**src/rtl/stream_avg_pkg.sv**
```systemverilog
// Shared constants and FSM encoding for the stream moving-average stage.
//   DEF_WIDTH / DEF_FIFO_DEPTH / DEF_WIN_LOG2 : default parameter values
//   SUM_W   : running-sum width for the default configuration
//   state_t : FSM state type with IDLE / CALC / OUT encodings
package stream_avg_pkg;

  localparam int unsigned DEF_WIDTH      = 32;
  localparam int unsigned DEF_FIFO_DEPTH = 4;
  localparam int unsigned DEF_WIN_LOG2   = 2;

  // WIN_LOG2 guard bits: sum of 2^WIN_LOG2 WIDTH-bit samples can never overflow.
  localparam int unsigned SUM_W = DEF_WIDTH + DEF_WIN_LOG2;

  typedef logic [1:0] state_t;

  localparam state_t IDLE = 2'd0;
  localparam state_t CALC = 2'd1;
  localparam state_t OUT  = 2'd2;

endpackage

```
**src/rtl/stream_moving_avg_if.sv**
```systemverilog
// Sample / result stream bundle between the Wishbone bridge and the averager.
//   i_stream_val/rdy/data : samples into the averager
//   o_stream_val/rdy/data : results back to the bridge
// master = bridge side, slave = averager side.
interface stream_moving_avg_if #(
  parameter int unsigned WIDTH = 32
);

  logic             i_stream_val;
  logic             i_stream_rdy;
  logic [WIDTH-1:0] i_stream_data;
  logic             o_stream_val;
  logic             o_stream_rdy;
  logic [WIDTH-1:0] o_stream_data;

  modport master (
    output i_stream_val,
    input  i_stream_rdy,
    output i_stream_data,
    input  o_stream_val,
    output o_stream_rdy,
    input  o_stream_data
  );

  modport slave (
    input  i_stream_val,
    output i_stream_rdy,
    input  i_stream_data,
    output o_stream_val,
    input  o_stream_rdy,
    output o_stream_data
  );

endinterface

```
**src/rtl/stream_sync_fifo.sv**
```systemverilog
// Parameterised synchronous FIFO (power-of-two depth, >= 2).
//   clk, reset : clock, synchronous active-high reset
//   push/wdata : write request and data (ignored while full)
//   pop/rdata  : read request (ignored while empty); rdata shows the head
//   full/empty : status flags decoded from count
//   count      : registered occupancy, 0..DEPTH
module stream_sync_fifo #(
  parameter int unsigned WIDTH = 32,
  parameter int unsigned DEPTH = 4,
  localparam int unsigned AW   = $clog2(DEPTH),
  localparam int unsigned CW   = AW + 1
) (
  input  logic             clk,
  input  logic             reset,
  input  logic             push,
  input  logic             pop,
  input  logic [WIDTH-1:0] wdata,
  output logic [WIDTH-1:0] rdata,
  output logic             full,
  output logic             empty,
  output logic [CW-1:0]    count
);

  logic [WIDTH-1:0] mem [DEPTH];
  logic [AW-1:0]    wr_ptr_q, rd_ptr_q;
  logic [CW-1:0]    count_q;
  logic             do_push, do_pop;

  assign full    = (count_q == CW'(DEPTH));
  assign empty   = (count_q == '0);
  assign count   = count_q;
  assign rdata   = mem[rd_ptr_q];
  assign do_push = push && !full;
  assign do_pop  = pop && !empty;

  always_ff @(posedge clk) begin
    if (do_push) mem[wr_ptr_q] <= wdata;
  end

  // Pointers wrap naturally because DEPTH is a power of two.
  always_ff @(posedge clk) begin
    if (reset) begin
      wr_ptr_q <= '0;
      rd_ptr_q <= '0;
      count_q  <= '0;
    end else begin
      if (do_push) wr_ptr_q <= wr_ptr_q + 1'b1;
      if (do_pop)  rd_ptr_q <= rd_ptr_q + 1'b1;
      case ({do_push, do_pop})
        2'b10:   count_q <= count_q + 1'b1;
        2'b01:   count_q <= count_q - 1'b1;
        default: count_q <= count_q;
      endcase
    end
  end

endmodule

```
**src/rtl/stream_moving_avg.sv**
```systemverilog
// Moving-average stage behind the Wishbone bridge. Each accepted signed sample
// goes through a small FIFO, is folded into a 2^WIN_LOG2-sample window, and one
// average (window sum >>> WIN_LOG2) is returned per sample, in input order.
//   clk, reset : clock, synchronous active-high reset
//   bus        : stream_moving_avg_if.slave (sample in, result out)
//   o_drop     : sticky "sample offered while not ready" flag, present only
//                when STREAM_AVG_DROP_FLAG_EN is defined
module stream_moving_avg
  import stream_avg_pkg::*;
#(
  parameter int unsigned WIDTH      = DEF_WIDTH,
  parameter int unsigned FIFO_DEPTH = DEF_FIFO_DEPTH,
  parameter int unsigned WIN_LOG2   = DEF_WIN_LOG2
) (
  input  logic clk,
  input  logic reset,
`ifdef STREAM_AVG_DROP_FLAG_EN
  output logic o_drop,
`endif
  stream_moving_avg_if.slave bus
);

  localparam int unsigned N     = 1 << WIN_LOG2;
  localparam int unsigned ACC_W = WIDTH + WIN_LOG2;
  localparam int unsigned CW    = $clog2(FIFO_DEPTH) + 1;

  state_t                  state_q, state_d;
  logic signed [WIDTH-1:0] sample_q;
  logic signed [WIDTH-1:0] data_q;
  logic signed [WIDTH-1:0] win_q [N];
  logic signed [ACC_W-1:0] sum_q, sum_next, old_ext, new_ext;
  logic [CW-1:0]           fifo_count;
  logic                    fifo_empty;
  logic [WIDTH-1:0]        fifo_rdata;
  logic                    push, pop;

  // Ready comes from the registered count only, so a full FIFO refuses a push
  // even when the FSM pops in the same cycle.
  assign bus.i_stream_rdy = (fifo_count != CW'(FIFO_DEPTH));
  assign push             = bus.i_stream_val && bus.i_stream_rdy;
  assign pop              = (state_q == IDLE) && !fifo_empty;

  stream_sync_fifo #(
    .WIDTH (WIDTH),
    .DEPTH (FIFO_DEPTH)
  ) u_fifo (
    .clk   (clk),
    .reset (reset),
    .push  (push),
    .pop   (pop),
    .wdata (bus.i_stream_data),
    .rdata (fifo_rdata),
    .full  (),
    .empty (fifo_empty),
    .count (fifo_count)
  );

  // Size casts of signed operands sign-extend into the guard bits.
  assign old_ext  = ACC_W'(win_q[N-1]);
  assign new_ext  = ACC_W'(sample_q);
  assign sum_next = sum_q - old_ext + new_ext;

  always_comb begin
    state_d = state_q;
    unique case (state_q)
      IDLE:    if (!fifo_empty) state_d = CALC;
      CALC:    state_d = OUT;
      OUT:     if (bus.o_stream_rdy) state_d = IDLE;
      default: state_d = IDLE;
    endcase
  end

  always_ff @(posedge clk) begin
    if (reset) begin
      state_q  <= IDLE;
      sample_q <= '0;
      data_q   <= '0;
      sum_q    <= '0;
      for (int k = 0; k < int'(N); k++) win_q[k] <= '0;
    end else begin
      state_q <= state_d;
      if (pop) sample_q <= fifo_rdata;
      if (state_q == CALC) begin
        sum_q    <= sum_next;
        win_q[0] <= sample_q;
        for (int k = 1; k < int'(N); k++) win_q[k] <= win_q[k-1];
        data_q   <= WIDTH'(sum_next >>> WIN_LOG2);
      end
    end
  end

  assign bus.o_stream_val  = (state_q == OUT);
  assign bus.o_stream_data = data_q;

`ifdef STREAM_AVG_DROP_FLAG_EN
  logic drop_q;

  always_ff @(posedge clk) begin
    if (reset) drop_q <= 1'b0;
    else if (bus.i_stream_val && !bus.i_stream_rdy) drop_q <= 1'b1;
  end

  assign o_drop = drop_q;
`endif

endmodule

```
**src/flat_wrapper.sv**
```systemverilog
// flat-port wrapper written by rule: the top's interface ports become plain ports
module stream_moving_avg_flat import stream_avg_pkg::*;
#(
  parameter int unsigned WIDTH      = DEF_WIDTH,
  parameter int unsigned FIFO_DEPTH = DEF_FIFO_DEPTH,
  parameter int unsigned WIN_LOG2   = DEF_WIN_LOG2
)
  (clk, reset, bus_i_stream_val, bus_i_stream_rdy, bus_i_stream_data, bus_o_stream_val, bus_o_stream_rdy, bus_o_stream_data);
  stream_moving_avg_if #(.WIDTH(WIDTH)) bus_i ();
  input  logic clk;
  input  logic reset;
  input wire logic [$bits(bus_i.i_stream_val)-1:0] bus_i_stream_val;
  output wire logic [$bits(bus_i.i_stream_rdy)-1:0] bus_i_stream_rdy;
  input wire logic [$bits(bus_i.i_stream_data)-1:0] bus_i_stream_data;
  output wire logic [$bits(bus_i.o_stream_val)-1:0] bus_o_stream_val;
  input wire logic [$bits(bus_i.o_stream_rdy)-1:0] bus_o_stream_rdy;
  output wire logic [$bits(bus_i.o_stream_data)-1:0] bus_o_stream_data;
  assign bus_i.i_stream_val = bus_i_stream_val;
  assign bus_i_stream_rdy = bus_i.i_stream_rdy;
  assign bus_i.i_stream_data = bus_i_stream_data;
  assign bus_o_stream_val = bus_i.o_stream_val;
  assign bus_i.o_stream_rdy = bus_o_stream_rdy;
  assign bus_o_stream_data = bus_i.o_stream_data;
  stream_moving_avg #(.WIDTH(WIDTH), .FIFO_DEPTH(FIFO_DEPTH), .WIN_LOG2(WIN_LOG2)) u_core (.clk(clk), .reset(reset), .bus(bus_i));
endmodule
```
**config.mk**
```make
export PLATFORM = sky130hd
export DESIGN_NAME = stream_moving_avg_flat
export DESIGN_NICKNAME = d
export VERILOG_FILES = /design/src/rtl/stream_avg_pkg.sv /design/src/rtl/stream_moving_avg_if.sv /design/src/rtl/stream_sync_fifo.sv /design/src/rtl/stream_moving_avg.sv /design/src/flat_wrapper.sv
export SDC_FILE = /design/constraint.sdc
export NUM_CORES = 1
export LEC_CHECK = 0
export ABC_AREA = 1
export BUFFER_PORTS_ARGS = -buffer_cell sky130_fd_sc_hd__buf_4
export CORE_UTILIZATION = 67
export DETAILED_ROUTE_END_ITERATION = 8
export PLACE_DENSITY = 0.86
export SLEW_MARGIN = 0
export SYNTH_ARGS = -nofsm -noshare
export SYNTH_HDL_FRONTEND = slang
export SYNTH_SLANG_ARGS = --single-unit
```
**constraint.sdc**
```tcl
create_clock -name clk -period 5.6 [get_ports clk]
set_clock_uncertainty 0.2 [all_clocks]
set_input_delay 1.12 -clock clk [delete_from_list [all_inputs] [get_ports clk]]
set_output_delay 1.12 -clock clk [all_outputs]
set_load 0.01 [all_outputs]
```
Word-level counts from Yosys, hierarchy flattened
Memories as Yosys holds them, arrays and structs flattened. A register that Yosys moved wholly into a read port is not among the register bits. Cells that the tools add are included.

Bits of input ports: 36. Logic and storage cells: 51. Flip-flop bits (word level): 75. RAM bits: 256. Memories: 2. Output and inout bits: 34.

Reductions and logical operators: 10. Bitwise logic cells: 4. Mux-type cells: 15. Add/sub/neg operators: 6. Equality and inequality tests: 8.

Memories: u_core.u_fifo.mem (depth 4, bits a word 32, rd ports 1, clocked after memory_dff 1, wr ports 1, line stream_sync_fifo.sv:24) `logic [WIDTH-1:0] mem [DEPTH];`; u_core.win_q (depth 4, bits a word 32, rd ports 4, clocked after memory_dff 0, wr ports 4, line stream_moving_avg.sv:30) `logic signed [WIDTH-1:0] win_q [N];`.

Operators by type and width (number): $mux W32 (4); $add A34 B32 Y34 (1); $sub A34 B32 Y34 (1); $mux W1 (7); $pmux W2 S3 (1); $pmux W3 S2 (1); $add A2 B1 Y2 const B (2); $eq A2 B1 Y1 const B (2); $eq A2 B2 Y1 const B (2); $logic_and A1 B1 Y1 (4); $mux W2 (2); $or A1 B1 Y1 (4); $add A3 B1 Y3 const B (1); $eq A3 B3 Y1 const B (1); $logic_not A3 Y1 (1); $ne A3 B3 Y1 const B (1); $sub A3 B1 Y3 const B (1); $logic_not A1 Y1 (2); $logic_not A2 Y1 (1); $ne A2 B1 Y1 const B (1); $ne A2 B2 Y1 const B (1); $reduce_and A2 Y1 (1); $reduce_bool A2 Y1 (1).

Depth between registers and ports, before layout
Gate-level depths: netlist (run 1).

Word-level depth: 6. Depth in mapped cells: 17. Mapped depth without buffers: 17.

Modules after synthesis
From an unflattened synthesis (run 1), not the netlist that was laid out.

Cell total of the unflattened synthesis: 1637. Area, all modules: 15910.3 um^2.

By module, submodules not included: stream_moving_avg (area an instance 10633.9 um^2, instances 1, sequential area each 5205.0 um^2, cells an instance 1258); stream_sync_fifo (area an instance 5276.3 um^2, instances 1, sequential area each 4023.9 um^2, cells an instance 379).

Least setup slack after synthesis (run 1)
Ideal clock, no wire load.

Path kind: input to register. Start: in reset. End: mem u_core.win_q[0][0], enable pin. Setup slack: 2.085 ns. Arrival time: 2.882 ns. Buffers on the path: 1. Setup time: 0.433 ns. Stages: 3. Data required time: 4.967 ns. Path through: nor2_2 > inv_2 > buf_2.

RTL lines: start: declaration (line flat_wrapper.sv:11) `input logic reset;`; end: declaration (line stream_moving_avg.sv:30).

==> flow_summary.json, run 1 <==
{
  "status": "completed",
  "dp_slack_ns": 1.89,
  "start_kind": "input port",
  "cts_made_buffers": 34,
  "boundaryPins": 70,
  "grt_pass1_wl_um": 52700,
  "use_met1": 0.377,
  "crit_required_ns": 5.74,
  "grt_pass1_vias": 10839,
  "layoutNonFillerInstCount": 2021,
  "grt_max_degree": 98,
  "use_met3": 0.0448,
  "fin_crit_ns": 3.24,
  "fp.dieW_um": 155,
  "worst-path-stages": 6,
  "syn_inst": 1650,
  "cts_setup_buffers": 0,
  "dr.pass1.iters": 7,
  "whs_ns": 0.278,
  "coreArea_um2": 22800,
  "hp-class": "reg -> reg",
  "synthTopCellsByArea": "edfxtp_1, dfxtp_1, nor2_1, inv_1, nand2_1",
  "fin_tns_setup_ns": 0,
  "clkPwrFrac": 0.227,
  "yosys-top-cells-count": "nor2_1, inv_1, edfxtp_1",
  "wl_um": 32900,
  "path_common_cell": "buf_4",
  "multi_input_area_um2": 4830,
  "max_cap_violations": 0,
  "utilization": 0.760,
  "worst_pin_slew_ns": 1.31,
  "crit_buf_inv": 4,
  "crit_family": "buffers and inverters",
  "cp-end-kind": "flip-flop",
  "placed_cells": 1960,
  "drtAntennaViolNets": 0,
  "fmax_mhz": 309,
  "cts_hold_buf": 0,
  "n_antenna_cell": 0,
  "drive_above_1_share": 0.0820,
  "crit_slowest_cell": "buf_4",
  "async_flop_share": 0,
  "synth_cell_types": 35,
  "postCtsResizedCells": 0,
  "pwr-share-seq": 0.358,
  "initial_utilization": 0.689,
  "synth_warnings": 0,
  "r2r-start": "u_core.state_q[0]",
  "crit_arrival_ns": 3.38,
  "syn_to_final_growth_pct": 10.3,
  "post-route-period-util": 0.578,
  "synth_area_um2": 15700,
  "row_count": 55,
  "rr_endpoint": "u_core.sum_q[3]",
  "setup_ws_ns": 2.36,
  "crit_chain": "buf_4 > nor2_2 > buf_4 > inv_4 > buf_4 > o21ai_0",
  "drc": 0,
  "p_int_mw": 5.67,
  "synthFlopType": "edfxtp_1",
  "dp_hpwl_um": 21400,
  "grt_usage": 0.286,
  "grt_busiest_layer": "met2",
  "grt_remaining_overflow": 0,
  "min_from": "u_core.sum_q[30]",
  "rsz0062_at_grt": "false",
  "synth_edf_count": 256,
  "final_nets": 1792,
  "avgViaCountPerCell": 5.39,
  "fill_cells": 1472,
  "cts_buffer_depth": 3,
  "max_stage_delay_ns": 0.82,
  "cts.sink_count": 331,
  "ctsRootBufferMaster": "clkbuf_16",
  "die_area_um2": 24100,
  "final_area_um2": 17300,
  "syn-num-nets": 1759,
  "drv_slew": 0,
  "vdd_ir_drop_max_mv": 0.366,
  "reg2reg_depth": 7,
  "r2r_slack_ns": 2.51,
  "slew_headroom": 0.128,
  "critPathKind": "in -> reg",
  "hold_violations": 0,
  "finalSetupViolations": 0,
  "antenna_found_initial": 0,
  "num_vias": 10892,
  "clk_latency_ns": 0.52,
  "die_h_um": 155,
  "drtIter0Drc": 1008,
  "routedWlPerCell_um": 16.3,
  "p_switching_mw": 3.88,
  "pwr-share-comb": 0.415,
  "synth_top_area_frac": 0.490,
  "ys_seq_area_frac": 0.585,
  "ys_ff_latch": 331,
  "power_mw": 9.56,
  "p_leak_nw": 7.38,
  "crit_start": "reset",
  "clk_pin_slew_ns": 0.06,
  "ff_latch_area_um2": 9190,
  "cp_max_fo": 75,
  "p_per_area_nw_per_um2": 552,
  "synth_area_leader_cell": "edfxtp_1",
  "gp_congestion": 0.941,
  "met2_usage": 0.486,
  "cts_tree": "done",
  "swShare": 0.406,
  "synth_most_common_cell": "nor2_1",
  "htree_levels": 2,
  "syn_avg_cell_area_um2": 9.52,
  "crit_end": "u_core.sum_q[3]",
  "place.port_buffers": 69,
  "place_area_um2": 16200
}
[routing by layer]
metal,part of all wire,vias up
met5,0,-
met4,0.024,0
met3,0.063,61
met2,0.49,389
met1,0.42,5131
li1,-,5311
[power groups by stage]
| stage | Combinational (mW) | Clock [mW] | Sequential (mW) |
|---|---|---|---|
| 6_report | 3.97 | 2.17 | 3.42 |
| 5_1_grt | 4.47 | 2.29 | 3.46 |
| 2_1_floorplan | 2.94 | 0 | 3.36 |
| 4_1_cts | 3.93 | 2.20 | 3.42 |
| 3_3_place_gp | 3.72 | 0 | 3.43 |
| 3_5_place_dp | 3.85 | 0 | 3.46 |
[how the worst min path moves through the flow]
stage	end	slack (ns)	depth (start not counted)
2_1_floorplan	u_core.sum_q[22]	0.24	2
3_3_place_gp	u_core.sum_q[30]	0.27	2
3_5_place_dp	u_core.sum_q[30]	0.27	2
4_1_cts	u_core.sum_q[30]	0.28	2
5_1_grt	u_core.sum_q[30]	0.29	2
6_report	u_core.sum_q[30]	0.28	2
[cells in the final DEF, fill, tap and decap left out, drive strengths merged, types with 32 or more instances in the layout]
master,n
nand3,35
a31oi,32
fa,34
nor2,328
a21oi,51
nand2,203
buf,80
edfxtp,256
o21ai,147
clkbuf,52
dfxtp,75
inv,328
ha,39
[logic make-up (layout without fill, tap and decap cells)]
kind of cell             Yosys count  after routing  share of synthesized area
AO/OA/AOI/OAI                    247            247                     0.0839
adder cells (fa/ha/maj)           73             73                     0.0744
XOR/XNOR                           4              4                    0.00223
buffers and inverters            410            468                      0.108
flip-flops                       331            331                      0.585
AND/OR/NAND/NOR                  585            585                      0.146
[flip-flops by register name (all words and copies together), names as in the netlist]
signal                  cells
u_core.u_fifo.wr_ptr_q      2
u_core.win_q              128
u_core.state_q              2
u_core.u_fifo.rd_ptr_q      2
u_core.u_fifo.mem         128
u_core.sum_q               34
u_core.sample_q            32
u_core.u_fifo.count         3
[area by class of cell]
type | instances | share of cell area
inverters | 327 | 0.0712
clock inverters | 9 | 0.00701
repair buffers | 80 | 0.0347
clock buffers | 52 | 0.0548
flip-flops and latches | 331 | 0.531
multi-input cells | 909 | 0.279
well taps | 313 | 0.0226
[tightest hold or removal path, stage by stage, from the launching register on]
cell     delay [ns]
dfxtp_1        0.33
nand2_1        0.06
nand2_1        0.04
(Power assumes the default switching activity.)
==> run 2: changes to the inputs <==
--- a/config.mk
+++ b/config.mk
@@ -5,11 +5,11 @@
 export SDC_FILE = /design/constraint.sdc
 export NUM_CORES = 1
 export LEC_CHECK = 0
-export ABC_AREA = 1
+export ABC_AREA = 0
 export BUFFER_PORTS_ARGS = -buffer_cell sky130_fd_sc_hd__buf_4
-export CORE_UTILIZATION = 67
+export CORE_UTILIZATION = 56
 export DETAILED_ROUTE_END_ITERATION = 8
-export PLACE_DENSITY = 0.86
+export PLACE_DENSITY = 0.77
 export SLEW_MARGIN = 0
 export SYNTH_ARGS = -nofsm -noshare
 export SYNTH_HDL_FRONTEND = slang
==> constraint.sdc (replaced) <==
create_clock -name clk -period 2.6 [get_ports clk]
set_clock_uncertainty 0.2 [all_clocks]
set_input_delay 0.52 -clock clk [delete_from_list [all_inputs] [get_ports clk]]
set_output_delay 0.52 -clock clk [all_outputs]
set_load 0.01 [all_outputs]
==> run 2 against run 1 <==
Against the previous run:
- the run now ends with DRC, setup timing left
- critical path depth grew 7
- sequential share of layout area fell by 5.0 points
- area after synthesis decreased by 3.4%
- highest routed layer unchanged
==> flow_summary.json, run 2 <==
{
  "fin_crit_ns": 3.41,
  "max_cap_violations": 0,
  "drc": 3,
  "status": "finished, violations left",
  "syn_avg_cell_area_um2": 12.3,
  "worst_pin_slew_ns": 0.701,
  "max_stage_delay_ns": 0.43,
  "critPathKind": "reg -> reg",
  "cts_made_buffers": 34,
  "die_area_um2": 27700,
  "dr.pass1.iters": 7,
  "num_vias": 9631,
  "synth_cell_types": 59,
  "grt_pass1_vias": 9779,
  "whs_ns": 0.0142,
  "hp-class": "in -> reg",
  "reg_top3": "u_core.u_fifo.mem (128), u_core.win_q (128), u_core.sum_q (34)",
  "avgViaCountPerCell": 5.29,
  "syn-num-nets": 1338,
  "gp_congestion": 0.891,
  "synth_edf_count": 256,
  "ys_ff_latch": 331,
  "ctsRootBufferMaster": "clkbuf_16",
  "slew_headroom": 0.533,
  "synthFlopType": "edfxtp_1",
  "crit_slowest_cell": "a2111o_1",
  "cp-end-kind": "flip-flop",
  "n_antenna_cell": 0,
  "synth_warnings": 0,
  "cp_max_fo": 3,
  "path_common_cell": "a21oi_4",
  "crit_chain": "ha_1 > inv_1 > ha_2 > inv_2 > fa_2 > nand2b_4 > a21oi_4 > o31ai_4 > a2111o_1 > a211o_4 > a21oi_4 > o21a_1 > o32ai_2",
  "layout_commonest_cell": "edfxtp_1",
  "synth_top_area_frac": 0.507,
  "crit_required_ns": 2.77,
  "place.port_buffers": 69,
  "grt_max_degree": 68,
  "post-route-period-util": 1.31,
  "violations": "DRC, setup timing",
  "yosys-top-cells-count": "edfxtp_1, inv_1, nand2_1",
  "routedWlPerCell_um": 17.4,
  "wl_um": 31700,
  "rsz0062_at_grt": "true",
  "boundaryPins": 70,
  "synth_most_common_cell": "edfxtp_1",
  "async_flop_share": 0,
  "htree_levels": 2,
  "hold_violations": 0,
  "setup_ws_ns": -0.807,
  "drtIter0Drc": 542,
  "clk_latency_ns": 0.52,
  "crit_arrival_ns": 3.58,
  "crit_buf_inv": 2,
  "syn_to_final_growth_pct": 26.4,
  "die_h_um": 167,
  "layout_common_cells": "edfxtp_1, buf_4, inv_1",
  "start_kind": "flip-flop",
  "grt_pass1_wl_um": 50400,
  "grt_remaining_overflow": 0,
  "drive_above_1_share": 0.307,
  "drtAntennaViolNets": 0,
  "cts_tree": "done",
  "fp.dieW_um": 167,
  "final_nets": 1567,
  "dp_hpwl_um": 20500,
  "cts.sink_count": 331,
  "coreArea_um2": 26300,
  "initial_utilization": 0.577,
  "synth_area_um2": 15200,
  "clk_pin_slew_ns": 0.06,
  "antenna_found_initial": 0,
  "finalSetupViolations": 30,
  "drv_slew": 0,
  "synthTopCellsByArea": "edfxtp_1, dfxtp_1, mux4_2, fa_1, and2_1",
  "row_count": 59,
  "ys_seq_area_frac": 0.606,
  "fmax_mhz": 293,
  "crit_family": "compound AO/OA/AOI/OAI gates",
  "synth_area_leader_cell": "edfxtp_1",
  "cts_buffer_depth": 3,
  "grt_usage": 0.233,
  "syn_inst": 1229
}
## run 2: cell types whose count changed in the layout (fill, tap and decap cells not counted), moves of 86 or more
cell     delta
and2_1     +99
buf_4     +157
inv_1     -191
nand2_1    -86
nor2_1    -261
o21ai_0   -132
## run 2: metrics by stage
| step | utilization | setup WS (ns) | cell area (um^2) | TNS (ns) | std cells |
|---|---|---|---|---|---|
| 2_1_floorplan | - | -0.540 | 15300 | -5.55 | 1229 |
| 3_3_place_gp | 0.649 | -0.696 | 17100 | -12.30 | 1711 |
| 3_5_place_dp | 0.649 | -0.843 | 17100 | -14.69 | 1711 |
| 4_1_cts | 0.718 | -0.779 | 18900 | -12.56 | 1807 |
| 5_1_grt | 0.729 | -0.862 | 19200 | -17.27 | 1819 |
| 6_report | 0.729 | -0.807 | 19200 | -14.65 | 1819 |
## run 2: cell families after synthesis
family | synth area share
XOR/XNOR | 0.0144
adder cells (fa/ha/maj) | 0.0771
AND/OR/NAND/NOR | 0.111
AO/OA/AOI/OAI | 0.0780
buffers and inverters | 0.0661
multiplexers | 0.0475
flip-flops | 0.606
## run 2: worst register-to-register path: cells and delay by family, from the launching register on
kind | cells | cell delay (ns)
fa+ha+maj | 3 | 0.88
buf+inv | 2 | 0.12
flops | 1 | 0.39
compound gates | 7 | 1.54
simple gates | 1 | 0.17
## run 2: final cells by class
| class | count | area (um^2) |
|---|---|---|
| clock buffer | 51 | 966 |
| clock inverter | 11 | 105 |
| sequential | 331 | 9200 |
| inverter | 145 | 549 |
| multi-input combinational | 666 | 5620 |
| fill | 1644 | 7120 |
| tap | 335 | 419 |
| timing repair buffer | 280 | 2300 |
## run 2: final timing paths
check / cells after the start / startpoint / end / slack [ns]
max: 13 / u_core.win_q[3][0] / u_core.sum_q[30] / -0.81
max reg2reg: 13 / u_core.win_q[3][0] / u_core.sum_q[30] / -0.81
min reg2reg: 2 / u_core.sample_q[4] / u_core.sample_q[4] / 0.25
min: 1 / bus_i_stream_data[0] / u_core.u_fifo.mem[3][0] / 0.01
## run 2: timing repair
action,in CTS,in global routing
pin swaps,43,33
setup endpoints to repair,30,31
gates resized for setup,82,46
gates cloned,0,0
setup buffers,13,11
hold buffers,23,3
endpoints found under the hold margin,86,8
## run 2: routing by layer
metal  routed length [um]  vias up  GRT usage
met5                    0        -          0
met4                  668        0     0.0721
met3                 1600       49     0.0364
met2                15600      225      0.386
met1                13800     4686      0.318
li1                     -     4671          -
Power of run 2 is left out: the tool's default activity adds up to more than one toggle a clock period on the data nets, which glitch-free logic cannot reach.
